## src/rtl/shift_pkg.sv

```systemverilog
// Shared types and frame-length helpers for the shift serializer.
// Defining SHIFT_SER_PARITY_EN appends an even-parity bit to every frame.
package shift_pkg;

    typedef enum logic [1:0] {
        IDLE  = 2'd0,
        SHIFT = 2'd1,
        GAP   = 2'd2
    } ser_state_t;

`ifdef SHIFT_SER_PARITY_EN
    localparam int PARITY_BITS = 1;
`else
    localparam int PARITY_BITS = 0;
`endif

    // Number of serial bits per frame for a given data width.
    function automatic int frame_len(input int w);
        return w + PARITY_BITS;
    endfunction

endpackage

```

## src/rtl/ser_bit_counter.sv

```systemverilog
// Loadable up-counter with clear, enable and a terminal-count flag.
// The terminal value is a port so one instance can time several phases.
module ser_bit_counter #(
    parameter int W = 4
) (
    input  logic         clk,
    input  logic         rstb,
    input  logic         i_clr,
    input  logic         i_load,
    input  logic [W-1:0] i_load_val,
    input  logic         i_en,
    input  logic [W-1:0] i_term,
    output logic [W-1:0] o_cnt,
    output logic         o_tc
);

    logic [W-1:0] r_cnt;

    // Count register: clear beats load, load beats increment.
    always_ff @(posedge clk) begin
        if (!rstb) begin
            r_cnt <= '0;
        end else if (i_clr) begin
            r_cnt <= '0;
        end else if (i_load) begin
            r_cnt <= i_load_val;
        end else if (i_en) begin
            r_cnt <= r_cnt + 1'b1;
        end
    end

    assign o_cnt = r_cnt;
    assign o_tc  = (r_cnt == i_term);

endmodule

```

## src/rtl/shift_serializer.sv

```systemverilog
// Parallel-to-serial transmit stage, LSB first, valid/ready input side.
// Optional even-parity trailer bit when SHIFT_SER_PARITY_EN is defined.
module shift_serializer
    import shift_pkg::*;
#(
    parameter int WIDTH    = 8,
    parameter int IDLE_GAP = 0
) (
    input  logic             clk,
    input  logic             rstb,
    input  logic [WIDTH-1:0] din,
    input  logic             din_valid,
    output logic             din_ready,
    output logic             ser_out,
    output logic             ser_valid,
    output logic             frame_done
);

    localparam int FRAME    = frame_len(WIDTH);
    localparam int LAST     = FRAME - 1;
    localparam int BW       = $clog2(WIDTH + 1);
    localparam int CW       = (BW > 4) ? BW : 4;
    localparam int GAP_TERM = (IDLE_GAP > 0) ? IDLE_GAP - 1 : 0;

    ser_state_t       r_state;
    logic [WIDTH-1:0] r_hold;
    logic             r_ser_out;
    logic             r_ser_valid;
    logic             r_frame_done;

    logic [CW-1:0]    w_cnt;
    logic             w_tc;
    logic [CW-1:0]    w_term;
    logic             w_last;
    logic             w_gap_end;
    logic             w_ready;
    logic             w_accept;
    logic [CW-1:0]    w_nxt_idx;
    logic [WIDTH-1:0] w_shifted;
    logic             w_nxt_bit;

    assign w_term    = (r_state == GAP) ? CW'(GAP_TERM) : CW'(LAST);
    assign w_last    = (r_state == SHIFT) && w_tc;
    assign w_gap_end = (r_state == GAP) && w_tc;
    assign w_ready   = (r_state == IDLE) || (w_last && (IDLE_GAP == 0));
    assign w_accept  = din_valid && w_ready;
    assign w_nxt_idx = w_cnt + 1'b1;
    assign w_shifted = r_hold >> w_nxt_idx;

`ifdef SHIFT_SER_PARITY_EN
    assign w_nxt_bit = (w_nxt_idx == CW'(WIDTH)) ? ^r_hold : w_shifted[0];
`else
    assign w_nxt_bit = w_shifted[0];
`endif

    // One counter times both the bit position and the idle gap.
    ser_bit_counter #(
        .W (CW)
    ) u_cnt (
        .clk        (clk),
        .rstb       (rstb),
        .i_clr      (w_accept || w_last || w_gap_end),
        .i_load     (1'b0),
        .i_load_val ('0),
        .i_en       ((r_state != IDLE) && !w_tc),
        .i_term     (w_term),
        .o_cnt      (w_cnt),
        .o_tc       (w_tc)
    );

    // Frame FSM with registered serial outputs; bit 0 leaves on the accept edge.
    always_ff @(posedge clk) begin
        if (!rstb) begin
            r_state      <= IDLE;
            r_hold       <= '0;
            r_ser_out    <= 1'b0;
            r_ser_valid  <= 1'b0;
            r_frame_done <= 1'b0;
        end else begin
            case (r_state)
                IDLE: begin
                    if (w_accept) begin
                        r_hold       <= din;
                        r_ser_out    <= din[0];
                        r_ser_valid  <= 1'b1;
                        r_frame_done <= 1'b0;
                        r_state      <= SHIFT;
                    end else begin
                        r_ser_out    <= 1'b0;
                        r_ser_valid  <= 1'b0;
                        r_frame_done <= 1'b0;
                    end
                end
                SHIFT: begin
                    if (!w_tc) begin
                        r_ser_out    <= w_nxt_bit;
                        r_ser_valid  <= 1'b1;
                        r_frame_done <= (w_nxt_idx == CW'(LAST));
                    end else if (IDLE_GAP > 0) begin
                        r_ser_out    <= 1'b0;
                        r_ser_valid  <= 1'b0;
                        r_frame_done <= 1'b0;
                        r_state      <= GAP;
                    end else if (w_accept) begin
                        r_hold       <= din;
                        r_ser_out    <= din[0];
                        r_ser_valid  <= 1'b1;
                        r_frame_done <= 1'b0;
                    end else begin
                        r_ser_out    <= 1'b0;
                        r_ser_valid  <= 1'b0;
                        r_frame_done <= 1'b0;
                        r_state      <= IDLE;
                    end
                end
                GAP: begin
                    r_ser_out    <= 1'b0;
                    r_ser_valid  <= 1'b0;
                    r_frame_done <= 1'b0;
                    if (w_tc) begin
                        r_state <= IDLE;
                    end
                end
                default: begin
                    r_ser_out    <= 1'b0;
                    r_ser_valid  <= 1'b0;
                    r_frame_done <= 1'b0;
                    r_state      <= IDLE;
                end
            endcase
        end
    end

    assign din_ready  = w_ready;
    assign ser_out    = r_ser_out;
    assign ser_valid  = r_ser_valid;
    assign frame_done = r_frame_done;

endmodule

```

## config.mk

```make
export PLATFORM = sky130hd
export DESIGN_NAME = shift_serializer
export DESIGN_NICKNAME = d
export VERILOG_FILES = /design/src/rtl/shift_pkg.sv /design/src/rtl/ser_bit_counter.sv /design/src/rtl/shift_serializer.sv
export SDC_FILE = /design/constraint.sdc
export NUM_CORES = 1
export LEC_CHECK = 0
export CAP_MARGIN = 5
export CORE_MARGIN = 3
export CORE_UTILIZATION = 43
export DETAILED_ROUTE_END_ITERATION = 12
export PLACE_DENSITY = 0.76
export SYNTH_ARGS = -nofsm -noshare
export SYNTH_HDL_FRONTEND = slang
export SYNTH_SLANG_ARGS = --single-unit
```

## constraint.sdc

```tcl
create_clock -name clk -period 1.4 [get_ports clk]
set_clock_uncertainty 0.05 [all_clocks]
set_input_delay 0.28 -clock clk [delete_from_list [all_inputs] [get_ports clk]]
set_output_delay 0.28 -clock clk [all_outputs]
set_load 0.005 [all_outputs]
```

**Word level (Yosys, flattened, before mapping)**

Index checks and enable logic that the tools add are counted.

- Add/sub/neg operators: 1
- Equality and inequality tests: 8
- Shift operators: 1
- Mux-type cells: 15
- Bitwise logic cells: 2
- Reductions and logical operators: 15

Operators with widths:

| operator | count |
|---|---|
| $mux W8 | 2 |
| $pmux W8 S2 | 1 |
| $mux W2 | 4 |
| $ne A2 B2 Y1 const B | 4 |
| $shr A8 B4 Y1 | 1 |
| $pmux W2 S3 | 1 |
| $add A4 B1 Y4 const B | 1 |
| $eq A4 B3 Y1 | 1 |
| $eq A4 B3 Y1 const B | 1 |
| $logic_and A1 B1 Y1 | 4 |
| $mux W1 | 4 |
| $pmux W1 S2 | 2 |
| $reduce_and A4 Y1 | 1 |
| $reduce_bool A2 Y1 | 2 |
| $logic_or A1 B1 Y1 | 3 |
| $mux W3 | 1 |
| $reduce_or A3 Y1 | 1 |
| $eq A2 B1 Y1 const B | 1 |
| $eq A2 B2 Y1 const B | 1 |
| $logic_not A2 Y1 | 1 |
| $not A1 Y1 | 2 |
| $reduce_and A2 Y1 | 1 |
| $reduce_or A2 Y1 | 1 |
| $logic_not A1 Y1 | 1 |

- Bits in registers: 17
- Bits of input ports: 11
- Output and inout port bits: 4
- Logic and storage cells: 48

**Logic depth before layout (Yosys ltp)**

Gate-level depths: netlist of run 1.

- Depth after elaboration: 9
- Mapped depth: 6
- Mapped depth without buffers: 5

**Cells and area by module**

A second synthesis of run 1 with hierarchy kept.

- Cells, all modules: 91
- Area total of the unflattened synthesis: 825.8 um^2

Modules (own cells, without submodules):

| module | instances | cells each | area an instance (um^2) | sequential area each (um^2) |
|---|---|---|---|---|
| shift_serializer | 1 | 63 | 585.6 | 240.2 |
| ser_bit_counter | 1 | 28 | 240.2 | 80.1 |

**Worst setup path after synthesis of run 1**

OpenSTA, ideal clock, no wires.

- Kind: register to register
- From: register u_cnt.r_cnt[0], in the netlist u_cnt.o_cnt[0]
- To: register r_hold[0]
- Setup time: 116 ps
- Arrival time: 1271 ps
- Data required time: 1234 ps
- Slack: -37 ps
- Cell stages (with the launch flop): 7
- Buffers on the path: 1
- Clock period less this slack: 1437 ps
- Cell sequence: dfxtp_1 -> ha_1 -> nand3b_1 -> a21boi_2 -> buf_6 -> mux2i_1 -> nor2b_1

- Longest elaborated chain between the ends: 7
- Elaborated cells on any way between the ends: 9
- Classes of those cells: eq/ne: 2; mux: 3; reduce/logical: 4

Ends and longest elaborated chain:

| item | line | text |
|---|---|---|
| start: declaration | ser_bit_counter.sv:17 | `logic [W-1:0] r_cnt;` |
| start signal: assignment | ser_bit_counter.sv:26 | `r_cnt <= i_load_val;` |
| start signal: assignment | ser_bit_counter.sv:28 | `r_cnt <= r_cnt + 1'b1;` |
| $eq A4 B3 Y1 (*) | ser_bit_counter.sv:33 | `assign o_tc = (r_cnt == i_term);` |
| $logic_and A1 B1 Y1 | shift_serializer.sv:43 | `assign w_last = (r_state == SHIFT) && w_tc;` |
| $logic_or A1 B1 Y1 | shift_serializer.sv:45 | `assign w_ready = (r_state == IDLE) \|\| (w_last && (IDLE_GAP == 0));` |
| $logic_and A1 B1 Y1 | shift_serializer.sv:46 | `assign w_accept = din_valid && w_ready;` |
| $mux W8 (2 in series) | - |  |
| $pmux W8 S2 | - |  |
| end signal: assignment | shift_serializer.sv:83 | `r_hold <= din;` |
| end signal: assignment | shift_serializer.sv:105 | `r_hold <= din;` |
| end: declaration | shift_serializer.sv:26 | `logic [WIDTH-1:0] r_hold;` |

Every way passes the cells marked *; elsewhere a longest branch is shown, timed or not. The select of a mux whose other input is x is not followed.
A chain may end at the register's enable or synchronous reset.

**Worst setup path in the final report of run 1**

- From: register u_cnt.r_cnt[1], in the netlist u_cnt.o_cnt[1]
- To: register r_hold[4]

Same word-level chain as after synthesis.

==> impl_summary.md, run 1 <==
Run status
The flow ran to the end, but the final reports show violations. The checks that failed: negative setup slack.

Pwr
The static leakage power is about 0.44 nW. IR analysis of the VDD net gives a maximum drop of 0.000563 V. Dividing total power by cell area gives a power density of 909 nW/um^2.

Yosys
During synthesis, Yosys emitted a total of 0 warnings. The most area-hungry cell type in the Yosys netlist is sky130_fd_sc_hd__dfxtp_1. The number of distinct library cells after synthesis is 22. The post-synthesis sequential element count is 16.

By area the synthesized netlist is led by sky130_fd_sc_hd__dfxtp_1 44%, sky130_fd_sc_hd__mux2i_1 12%, sky130_fd_sc_hd__nor2b_1 11%, sky130_fd_sc_hd__mux4_1 7.3%, sky130_fd_sc_hd__ha_1 3.5%. The number of instances in the synthesized netlist is 68. The post-synthesis average cell area is approximately 11 sq um. In the post-synthesis netlist, the cell with the most instances is sky130_fd_sc_hd__dfxtp_1. The top cell type's share of synthesized area is 0.442. After synthesis, the share of flip-flops with an asynchronous set or reset is 0. The cell area that synthesis handed to floorplanning was approximately 720 sq um. The main flop type after synthesis is sky130_fd_sc_hd__dfxtp_1.

The count of flip-flops with a built-in enable after synthesis is 0. For this run, the register share of the synthesized area comes to 0.442. The commonest cells after synthesis are 16 x sky130_fd_sc_hd__dfxtp_1, 13 x sky130_fd_sc_hd__nor2b_1, 9 x sky130_fd_sc_hd__mux2i_1. The net count after synthesis is ~80.

Routing
The routed layout has around 580 vias. The routed length per placed instance is between 10 and 15 um. The count of nets left with antenna violations once routing finished came out at 0.

In the routed design, unresolved DRC markers number 0. The first routing iteration left 8 violations. The total length of routed wires is 1.46 mm. For this run, the detailed router's first-pass iteration total came to 4. The mean number of vias per cell is 5.17.

Global route
The via count of the first global-routing pass is between 500 and 600. In the global route stage, overall resource usage came out at 0.154. The largest net degree at the start of global routing is 11. The number of antenna violations at the first check in global routing came to 0. The first-pass GRT wire length is 2.32 mm.

For this run the aggregate overflow at the end of global routing stands at 0.

Critical path
STA classifies the critical path endpoint as a flop. The arrival time of data at the critical path endpoint is roughly 1700 ps. The number of cells on the worst reg-to-reg path is 7. The worst register-to-register path has a setup slack of -120 ps. The critical path startpoint is u_cnt.o_cnt[1]. Of all nets on the critical path, the largest fanout is 9. The required time reported for the critical path endpoint is around 1500 ps. The kind of start point of the critical path is a flop. In this run the critical register-to-register path is captured at r_hold[4]. The reg-to-reg startpoint is u_cnt.o_cnt[1]. By startpoint and endpoint, the worst setup path is classified as reg -> reg.

Finish
Once layout is complete, the utilization of the core stands at 0.679. 0 antenna diodes ended up in the layout. The net count of the finished layout is around 110. In the final layout, the share of cells above drive strength 1 is 0.278. The layout-stage area growth over the synthesis result is 44.4%.

Floorplan
The die span in y is around 47 um. For this configuration, the core starts out at a cell density of 0.470. The die covers 2210 sq um. The number of rows in the core area is 14. The horizontal die dimension is ~47 um. The placeable core region is approximately 1500 sq um. 15 I/O pins were placed.

Clock network
The count of H-tree levels built during CTS is 1. The CTS tree is done. Counting along the longest clock path gives a buffer depth of 2. The register clock-pin slew on the reported worst setup and hold paths is around 90 ps. The number of buffers inserted during clock tree synthesis is 3. The number of clock sinks is 16. The cell at the root of the clock tree is sky130_fd_sc_hd__clkbuf_4. For the worst-skew pair, the clock arrives at the later sink with an insertion delay of ~280 ps.

Place
The post-place setup slack is -197 ps. The quantity of I/O buffers inserted on ports is 14. The HPWL after detailed placement is 1.06 mm. The final weighted congestion in routability-driven placement is between 0.7 and 0.8.

Timing
Setup repair after global routing could not meet its margin everywhere. Setup violations remaining at the end of the flow were counted as 10. In this run the tightest slew margin relative to its limit is 0.844. The setup total negative slack is -955 ps. The max-slew violation total from the final report came to 0.

Dividing the final minimum period by the clock period gives 1.08. The worst setup margin is -117 ps. The number of endpoints with negative hold slack in the final report was 0. The fmax is between 600 and 700 MHz.

The time the final worst path needs with I/O delays and setup is 1520 ps. The transition time at the pin with the least slew margin is 233 ps.

Hold path
The class of the worst hold path is reg -> reg. The worst hold path begins at r_hold[2]. For hold timing, the worst endpoint is r_hold[2]. The worst hold path passes through 2 cells.

Flow run
The max-cap violation count is 0.
==> report_power, final <==
part | switching [mW] | internal, mW
clock network | 0.143 | 0.158
registers | 0.0115 | 0.478
logic | 0.0607 | 0.100
total | 0.215 | 0.736
==> worst max-delay path: stages (launching register included) <==
cell and delay, ps:
sky130_fd_sc_hd__dfxtp_2 370, sky130_fd_sc_hd__ha_4 140, sky130_fd_sc_hd__nand3b_1 120, sky130_fd_sc_hd__buf_4 160, sky130_fd_sc_hd__a21boi_2 170, sky130_fd_sc_hd__buf_12 150, sky130_fd_sc_hd__mux2i_1 190, sky130_fd_sc_hd__nor2b_1 60
==> timing repair <==
action	4_1_cts	5_1_grt
endpoints found under the setup margin	13	12
hold buffers	0	0
setup buffers	4	0
pin swaps	4	4
resized for setup	13	2
==> registers in the layout (all words and copies together), names as in the netlist <==
name,flops
r_hold,8
u_cnt.o_cnt,4
frame_done,1
r_state,1
ser_out,1
ser_valid,1
==> routing by layer <==
metal,wire [um],global-route usage,up-vias,share of wire
met5,0,0,-,0
met4,23,0.0939,0,0.016
met3,60,0.0460,4,0.041
met2,718,0.233,14,0.49
met1,657,0.192,273,0.45
li1,-,-,293,-
==> cell families after synthesis <==
group / count (synthesis) / share of synthesized area
xor gates and xnor gates: 2 / 0.0242
buffers and inverters: 4 / 0.0311
adders and majority gates: 2 / 0.0345
DFF: 16 / 0.442
AOI/OAI and AO/OA: 8 / 0.0760
and+or+nand+nor: 25 / 0.195
muxes: 11 / 0.197
==> worst max-delay path by stage <==
stage	endpoint	slack, ps
2_1_floorplan	r_hold[0]	30
3_3_place_gp	din_ready	-170
3_5_place_dp	din_ready	-200
4_1_cts	r_hold[4]	-140
5_1_grt	r_hold[4]	-190
6_report	r_hold[4]	-120
==> metrics by stage <==
step / cell area (sq um) / hold WS, ps / cells / power [mW]
finish: 1050 / 475 / 113 / 0.951
global route: 1050 / 507 / 113 / 1.01
floorplan: 726 / 358 / 68 / 0.575
CTS: 1040 / 478 / 114 / 0.963
detailed placement: 970 / 455 / 107 / 0.653
global placement: 970 / 441 / 107 / 0.649
==> layout by cell type, fill, tap and decap left out, drive strengths merged <==
cell / instances
and2: 1
inv: 1
clkdlybuf4s50: 10
ha: 2
nand3: 3
nor3b: 1
a21boi: 1
dlygate4sd2: 3
nor3: 1
clkbuf: 4
a21oi: 3
xor2: 2
dfxtp: 16
nand2: 3
o31ai: 1
a2bb2oi: 1
nand3b: 1
mux4: 2
o21ai: 1
buf: 15
o21a: 1
nor2b: 13
nor2: 2
mux2i: 9
==> cell type report <==
cell class                 instances  area, sq um
fill                             134          495
multi-input combinational         48          414
sequential                        16          323
timing repair buffer              28          249
clock buffer                       4         36.3
tap                               16         20.0
inverter                           1         3.75
Note: power is estimated with default switching activity, not from simulation.
==> run 2: changes to the inputs <==
SETUP_SLACK_MARGIN = 0.3   (was default)
==> run 2 against run 1 <==
Effect of this change:
- the flow still finishes with violations (negative setup slack)
- largest power group unchanged
- first-iteration DRC count grew 130%
- highest routed layer unchanged
- maximum frequency shrank 7.3%
- largest cell class unchanged
- die area is the same
- power grew 9.2%
- final cell count grew 8.8%
- setup slack lost 120 ps
- critical endpoint is now u_cnt.o_cnt[1]
- hold slack gained 7.0 ps
==> impl_summary.md, run 2 (synthesized netlist as in run 1, its figures left out) <==
Run status
The flow ran to the end, but the final reports show violations. The checks that failed: negative setup slack.

Finish
Excluding fillers, the count of instances in the completed layout stands at around 120. The combined flip-flop and latch cell area is about 330 sq um. The register with the highest flop count is r_hold.

Once layout is complete, the utilization of the core stands at 0.811. The number of antenna diodes in the final layout is 0. The multi-input gate area in the final layout is roughly 500 sq um. The layout-stage area growth over the synthesis result is 72.5%.

The number of nets at the end of the flow is around 120. Of the cells placed in the final design, the portion with a size suffix greater than 1 is 0.486. The commonest non-fill, non-tap cell in the layout is sky130_fd_sc_hd__dfxtp_1. Once layout is done, the placed cells without fillers occupy roughly 1200 sq um.

Fill cells in the final layout number between 80 and 90. The top cell types in the final layout, fill and taps aside, are 14 x sky130_fd_sc_hd__dfxtp_1, 13 x sky130_fd_sc_hd__nor2b_1, 12 x sky130_fd_sc_hd__buf_6. The flip-flop count of the largest register after layout is 8.

Pwr
The completed layout was analyzed and its total power is around 1.0 mW. The worst supply voltage drop on vdd is about 0.00067 V. For this design the static power due to leakage is a little over 0.5 nW. The cell area power density is about 830 nW/um^2.

Clock network
Counting the buffers created by CTS gives 3. The buffer depth of the longest clock path is 2. CTS saw 16 sinks. The count of H-tree levels built during CTS is 1. The cell at the root of the clock tree is sky130_fd_sc_hd__clkbuf_4. The insertion delay of the later-clocked pin in the worst-skew pair is approximately 300 ps.

After clock tree synthesis, the clock-pin slew on the worst setup and hold paths is 100 ps. The number of hold buffers added after cts is 0. The CTS tree is done.

Global route
The largest net degree at the start of global routing is 12. The total overflow left after global routing is 0. The number of antenna violations at the first check in global routing is 0.

The via count of the first global-routing pass is between 600 and 700. The first global-routing pass estimated 2.93 mm of wire. The total routing resource utilization after global routing is 0.200.

Floorplan
The initial utilization of the core area, before any placement, comes to 0.470. After floorplanning, the core was sized to cover roughly 1500 sq um. After floorplanning, the core was divided into 14 placement rows. The floorplan step defined a die boundary enclosing ~2200 sq um. The die span in y is approximately 47 um. The number of placed I/O pins is 15. The floorplan step set the die width to 47.0 um.

Timing
The max-slew violation total from the final report was 0. The relative slew slack is 0.786. The setup total negative slack is -1800 ps. Across all setup checks in the final design, the least slack found is -236 ps.

Of the available clock period, the critical path in the final layout requires 1.17. The worst path in the final design needs a cycle of approximately 1600 ps, including I/O delays and setup. Setup repair after global routing could not meet its margin everywhere. The fmax is 611 MHz.

The number of endpoints with negative hold slack in the final report was 0. The transition time at the pin with the least slew margin is approximately 320 ps. Setup violations remaining at the end of the flow were counted as 13.

Place
The quantity of I/O buffers inserted on ports is 14. The area of placed instances is a little over 1000 sq um. The final weighted congestion in routability-driven placement is ~0.75. The number of instances in the placed design is between 100 and 150. The HPWL after detailed placement is ~1.1 mm.

Critical path
The worst-path maximum fanout is 3. The kind of start point of the critical path is a flop. The required time reported for the critical path endpoint is around 1600 ps. The type of the setup path with the least slack is reg -> reg.

The arrival time of data at the critical path endpoint is between 1500 and 2000 ps. The capturing element type of the critical path is a flop.

Routing
Before antenna repair, the detailed router went through 4 iterations. The via count is 659. In the routed design, unresolved DRC markers number 0. The final layout contains routed wiring with a total length of roughly 2.1 mm. The number of routed nets with antenna violations is 0. After the first detailed-routing iteration, the DRC count stood at 18. In the final routed layout, each cell accounts on average for 17.1 um.

The mean number of vias per cell is 5.36.

Hold path
The class of the worst hold path is reg -> reg.

Flow run
The tool flagged a number of max-cap violations equal to 0.
==> run 2: changes by cell type in the layout (fill, tap and decap cells not counted), sizes merged <==
cell | before | now
dlygate4sd2 | 3 | 0
buf | 15 | 27
clkbuf | 4 | 5
==> run 2: where the power goes <==
group	switching [mW]	leakage (nW)	total (mW)	internal, mW
combinational	0.0899	0.353	0.231	0.141
clock	0.159	0.0210	0.318	0.159
sequential	0.0136	0.133	0.489	0.476
total	0.263	0.506	1.04	0.775
==> run 2: worst max-delay path: stages, from the launching register on <==
cell	delay (ps)
sky130_fd_sc_hd__dfxtp_4	370
sky130_fd_sc_hd__buf_6	120
sky130_fd_sc_hd__buf_6	110
sky130_fd_sc_hd__inv_4	50
sky130_fd_sc_hd__ha_4	200
sky130_fd_sc_hd__buf_4	140
sky130_fd_sc_hd__buf_6	100
sky130_fd_sc_hd__buf_6	100
sky130_fd_sc_hd__a2bb2oi_2	150
sky130_fd_sc_hd__nor2b_1	160
==> run 2: worst paths after layout <==
check | startpoint | endpoint | slack [ps] | cells past startpoint
min | r_hold[6] | r_hold[6] | 480 | 2
max | u_cnt.o_cnt[0] | u_cnt.o_cnt[1] | -240 | 9
min reg2reg | r_hold[6] | r_hold[6] | 480 | 2
max reg2reg | u_cnt.o_cnt[0] | u_cnt.o_cnt[1] | -240 | 9
==> run 2: area by class of cell <==
| cell class | instances | area share |
|---|---|---|
| sequential | 16 | 0.262 |
| timing repair buffer | 38 | 0.286 |
| clock buffer | 4 | 0.0290 |
| inverter | 1 | 0.00501 |
| multi-input combinational | 48 | 0.401 |
| tap | 16 | 0.0160 |
==> run 2: repair_timing <==
| action | CTS | global route |
|---|---|---|
| endpoints found under the setup margin | 20 | 17 |
| gates resized for setup | 35 | 13 |
| setup buffers | 9 | 2 |
| pin swaps | 8 | 6 |
==> run 2: metrics by stage <==
stage	hold slack (ps)	worst slack [ps]
5_1_grt	544	-254
3_3_place_gp	441	-117
4_1_cts	476	-196
6_report	482	-236
3_5_place_dp	459	-168
2_1_floorplan	358	98.8
==> run 2: layer usage <==
| layer | track usage | routed length (um) | share of wire |
|---|---|---|---|
| met5 | 0 | 0 | 0 |
| met4 | 0.0829 | 31 | 0.015 |
| met3 | 0.0460 | 65 | 0.031 |
| met2 | 0.341 | 1180 | 0.56 |
| met1 | 0.240 | 825 | 0.39 |
==> run 3: changes to the inputs <==
ABC_AREA = 1   (was default)
CORE_UTILIZATION = 44   (was 43)
PLACE_DENSITY = 0.77   (was 0.76)
==> run 3 against run 2 <==
Effect of this change:
- the flow still finishes with violations (negative setup slack)
- maximum frequency increased by 14%
- final cell count increased by 17%
- sequential cell count unchanged
- global-route usage decreased by 1.6 points
- non-clock buffer count decreased by 9
- setup slack improved by 200 ps
- critical path depth decreased by 5
- sequential share of layout area increased by 1.6 points
- first-iteration DRC count increased by 56%
==> impl_summary.md, run 3 <==
Critical path
The critical path buffer and inverter count is 1. The critical path is of the reg -> out type. The worst-path maximum fanout is 2. STA classifies the critical path endpoint as a primary output. The required time reported for the critical path endpoint is about 1100 ps. The arrival time of data at the critical path endpoint is roughly 1100 ps. Walking the worst path, the cells encountered are ha_4 > nand2_4 > o21ai_4 > buf_2.

For this run, the slowest stage of the critical path takes 370 ps. On the critical path the largest part of the delay comes from flip-flops. Among all stages on the critical path, the largest delay is contributed by sky130_fd_sc_hd__dfxtp_2. STA classifies the critical path startpoint as a flop.

Finish
The post-route non-filler standard cell count is 144. At the end of the flow, the number of nets in the layout was about 140. The area of all placed cells without fillers is 1170 sq um.

The area growth from synthesis to layout is 55.5%. The commonest non-fill, non-tap cell in the layout is sky130_fd_sc_hd__nand2_1. The fill cell total of the finished layout is 107.

The register with the most flip-flops in the final layout is r_hold. The flip-flop count of the largest register after layout is 8. The repair_antennas step left the layout with diodes totalling 0. The share of cells above drive strength 1 is 0.422. Leaving out fill and tap cells, the most frequent cells in the layout are 17 x sky130_fd_sc_hd__nand2_1, 14 x sky130_fd_sc_hd__dfxtp_1, 11 x sky130_fd_sc_hd__inv_1, 11 x sky130_fd_sc_hd__buf_4, 10 x sky130_fd_sc_hd__clkdlybuf4s50_1.

Yosys
Counting flops and latches in the post-synthesis netlist gives 16. The cell area after technology mapping is about 750 sq um. The top cell type's share of synthesized area is 0.427. The main flop type after synthesis is sky130_fd_sc_hd__dfxtp_1. The most area-hungry cell type in the Yosys netlist is sky130_fd_sc_hd__dfxtp_1. The net count after synthesis is 111.

By instance count, the leading cell after synthesis is sky130_fd_sc_hd__nand2_1. The number of instances in the synthesized netlist is 98. The count of flip-flops with a built-in enable after synthesis is 0. In the post-synthesis netlist, the biggest area contributors are sky130_fd_sc_hd__dfxtp_1 43%, sky130_fd_sc_hd__nand2_1 9.5%, sky130_fd_sc_hd__inv_1 6.5%, sky130_fd_sc_hd__a21oi_1 6.0%, sky130_fd_sc_hd__nand3_1 5.3%. The post-synthesis average cell area is roughly 7.7 sq um. The async set-or-reset flop fraction in the synthesized netlist is 0. The share of the yosys chip area belonging to registers is 0.427.

The number of synthesis warnings is 0. In the synthesized netlist, the cells that appear most often are 19 x sky130_fd_sc_hd__nand2_1, 16 x sky130_fd_sc_hd__dfxtp_1, 13 x sky130_fd_sc_hd__inv_1, 9 x sky130_fd_sc_hd__a21oi_1, 9 x sky130_fd_sc_hd__nor2_1. Synthesis instantiated 20 different standard cells from the library.

Routing
The first-pass iteration count of the detailed router is 4. In the routed layout, each cell is associated on average with a via count of 5.53. The routed length per placed instance is about 14 um.

The detailed router placed about 800 vias in this run. The total length of routed wires is a little over 2 mm. In the routed design, unresolved DRC markers number 0. The number of routed nets with antenna violations is 0. The DRC violation total after the first TritonRoute iteration is 28.

Timing
The max-slew violation total from the final report came to 0. The number of endpoints with negative hold slack in the final report came to 0. The transition time at the pin with the least slew margin is 385 ps. Dividing the final minimum period by the clock period gives 1.03.

The time the final worst path needs with I/O delays and setup is roughly 1400 ps. Setup violations remaining at the end of the flow were counted as 7. Setup repair after global routing could not meet its margin everywhere. For this run, the top clock speed supported by timing is about 700 MHz. The relative slew slack is 0.742. The worst setup margin is -37.6 ps.

Pwr
Power spread over the standard cell area amounts to about 890 nW/um^2. The share of total power dissipated in the clock network is 0.297. The net switching share of the total power is 0.275.

The analysis attributes to net switching a power of 0.285 mW. Across the VDD grid, the largest voltage drop is around 0.00064 V. The sequential fraction of design power is 0.480. Overall power consumption after layout is estimated at between 1 and 1.5 mW. The internal cell power is about 0.75 mW. Of the total power, combinational logic draws 0.223. The static leakage power is ~0.5 nW.

Clock network
CTS placed an instance of sky130_fd_sc_hd__clkbuf_4 at the clock tree root. The CTS tree is done. Counting along the longest clock path gives a buffer depth of 2. The number of clock sinks is 16.

After clock tree synthesis, the clock-pin slew on the worst setup and hold paths is 90 ps. The number of buffers inserted during clock tree synthesis is 3. In this run the number of H-tree levels came out at 1. The insertion delay of the later-clocked pin in the worst-skew pair is between 200 and 300 ps.

Floorplan
The die span in y is approximately 47 um. The number of placed I/O pins is 15. The horizontal die dimension is 47.3 um.

The initial core utilization is 0.482. The number of rows in the core area is 14. The floorplan step defined a core boundary enclosing 1560 sq um. The die covers between 2000 and 2500 sq um.

Hold path
The class of the worst hold path is reg -> reg.

Global route
The number of antenna violations at the first check in global routing came to 0. Entering global routing, the biggest net connects 10 pins. The total routing resource utilization after global routing is 0.184. The via count of the first global-routing pass is roughly 680. The first global-routing pass estimated a little under 3 mm of wire. Global routing finished with a remaining overflow of 0.

Place
The count of buffers added on input and output ports is 14. Once placement finished, the instance area stood at approximately 970 sq um. The number of instances in the placed design is around 130.

At the end of routability-driven placement, the weighted congestion stood at just under 0.8. The HPWL after detailed placement is around 1.1 mm.

Run status
The checks that failed: negative setup slack. The flow ran to the end, but the final reports show violations.

Flow run
Max-cap violations in this run came to 0.
[run 3: worst reg2reg max path, cell delays in order, from the launching register on]
cell,delay [ps]
sky130_fd_sc_hd__dfxtp_2,370
sky130_fd_sc_hd__buf_6,110
sky130_fd_sc_hd__inv_1,70
sky130_fd_sc_hd__ha_4,260
sky130_fd_sc_hd__inv_1,70
sky130_fd_sc_hd__nand3_1,110
sky130_fd_sc_hd__nand3_1,100
sky130_fd_sc_hd__nand3_1,90
sky130_fd_sc_hd__a21oi_2,130
[run 3: final timing paths]
check	startpoint	endpoint	slack, ps	depth (start not counted)
setup reg to reg	u_cnt.o_cnt[0]	ser_out	-20	8
setup / recovery	u_cnt.o_cnt[0]	din_ready	-40	4
hold reg to reg	r_hold[7]	r_hold[7]	410	2
hold / removal	r_hold[7]	r_hold[7]	410	2
[run 3: kinds of logic (layout without fill, tap and decap cells)]
family	count (synthesis)	after routing	synth area share
buf+inv	17	46	0.103
flops	16	16	0.427
simple gates	42	43	0.247
xor+xnor	2	2	0.0233
compound gates	19	19	0.167
fa+ha+maj	2	2	0.0333
[run 3: final cells by class]
class,instances,area [sq um],share of cell area
Clock buffer,4,36.3,0.0311
Inverter,13,51.3,0.0439
Multi-Input combinational cell,66,483,0.414
Sequential cell,16,325,0.279
Tap cell,16,20.0,0.0171
Timing Repair Buffer,29,251,0.215
[run 3: what timing repair did]
item / in CTS / in global routing
setup buffers: 3 / 3
cloned: 1 / 0
gates resized for setup: 35 / 15
hold buffers: 0 / 0
pin swaps: 4 / 2
setup endpoints to repair: 20 / 17
[run 3: metrics by stage]
| stage | TNS (ps) | hold slack [ps] | setup WS (ps) | util |
|---|---|---|---|---|
| 6_report | -105 | 411 | -37.6 | 0.749 |
| 5_1_grt | -960 | 442 | -134 | 0.749 |
| 4_1_cts | -35.3 | 412 | -23.7 | 0.695 |
| 3_5_place_dp | -276 | 398 | -120 | 0.620 |
| 3_3_place_gp | -132 | 392 | -98.2 | 0.620 |
| 2_1_floorplan | 0 | 361 | 43.6 | - |
[run 3: per-layer routing]
metal | GRT usage | wire [um] | part of all wire
met4 | 0.0331 | 100 | 0.048
met2 | 0.313 | 1030 | 0.50
met3 | 0.0575 | 161 | 0.078
met1 | 0.228 | 771 | 0.37
met5 | 0 | 0 | 0
[run 3: power by group through the flow]
stage	Clock [mW]	Combinational, mW	Sequential (mW)
floorplan	0	0.0969	0.504
CTS	0.315	0.197	0.495
finish	0.308	0.231	0.497
global placement	0	0.160	0.504
detailed placement	0	0.164	0.506
global route	0.341	0.251	0.500
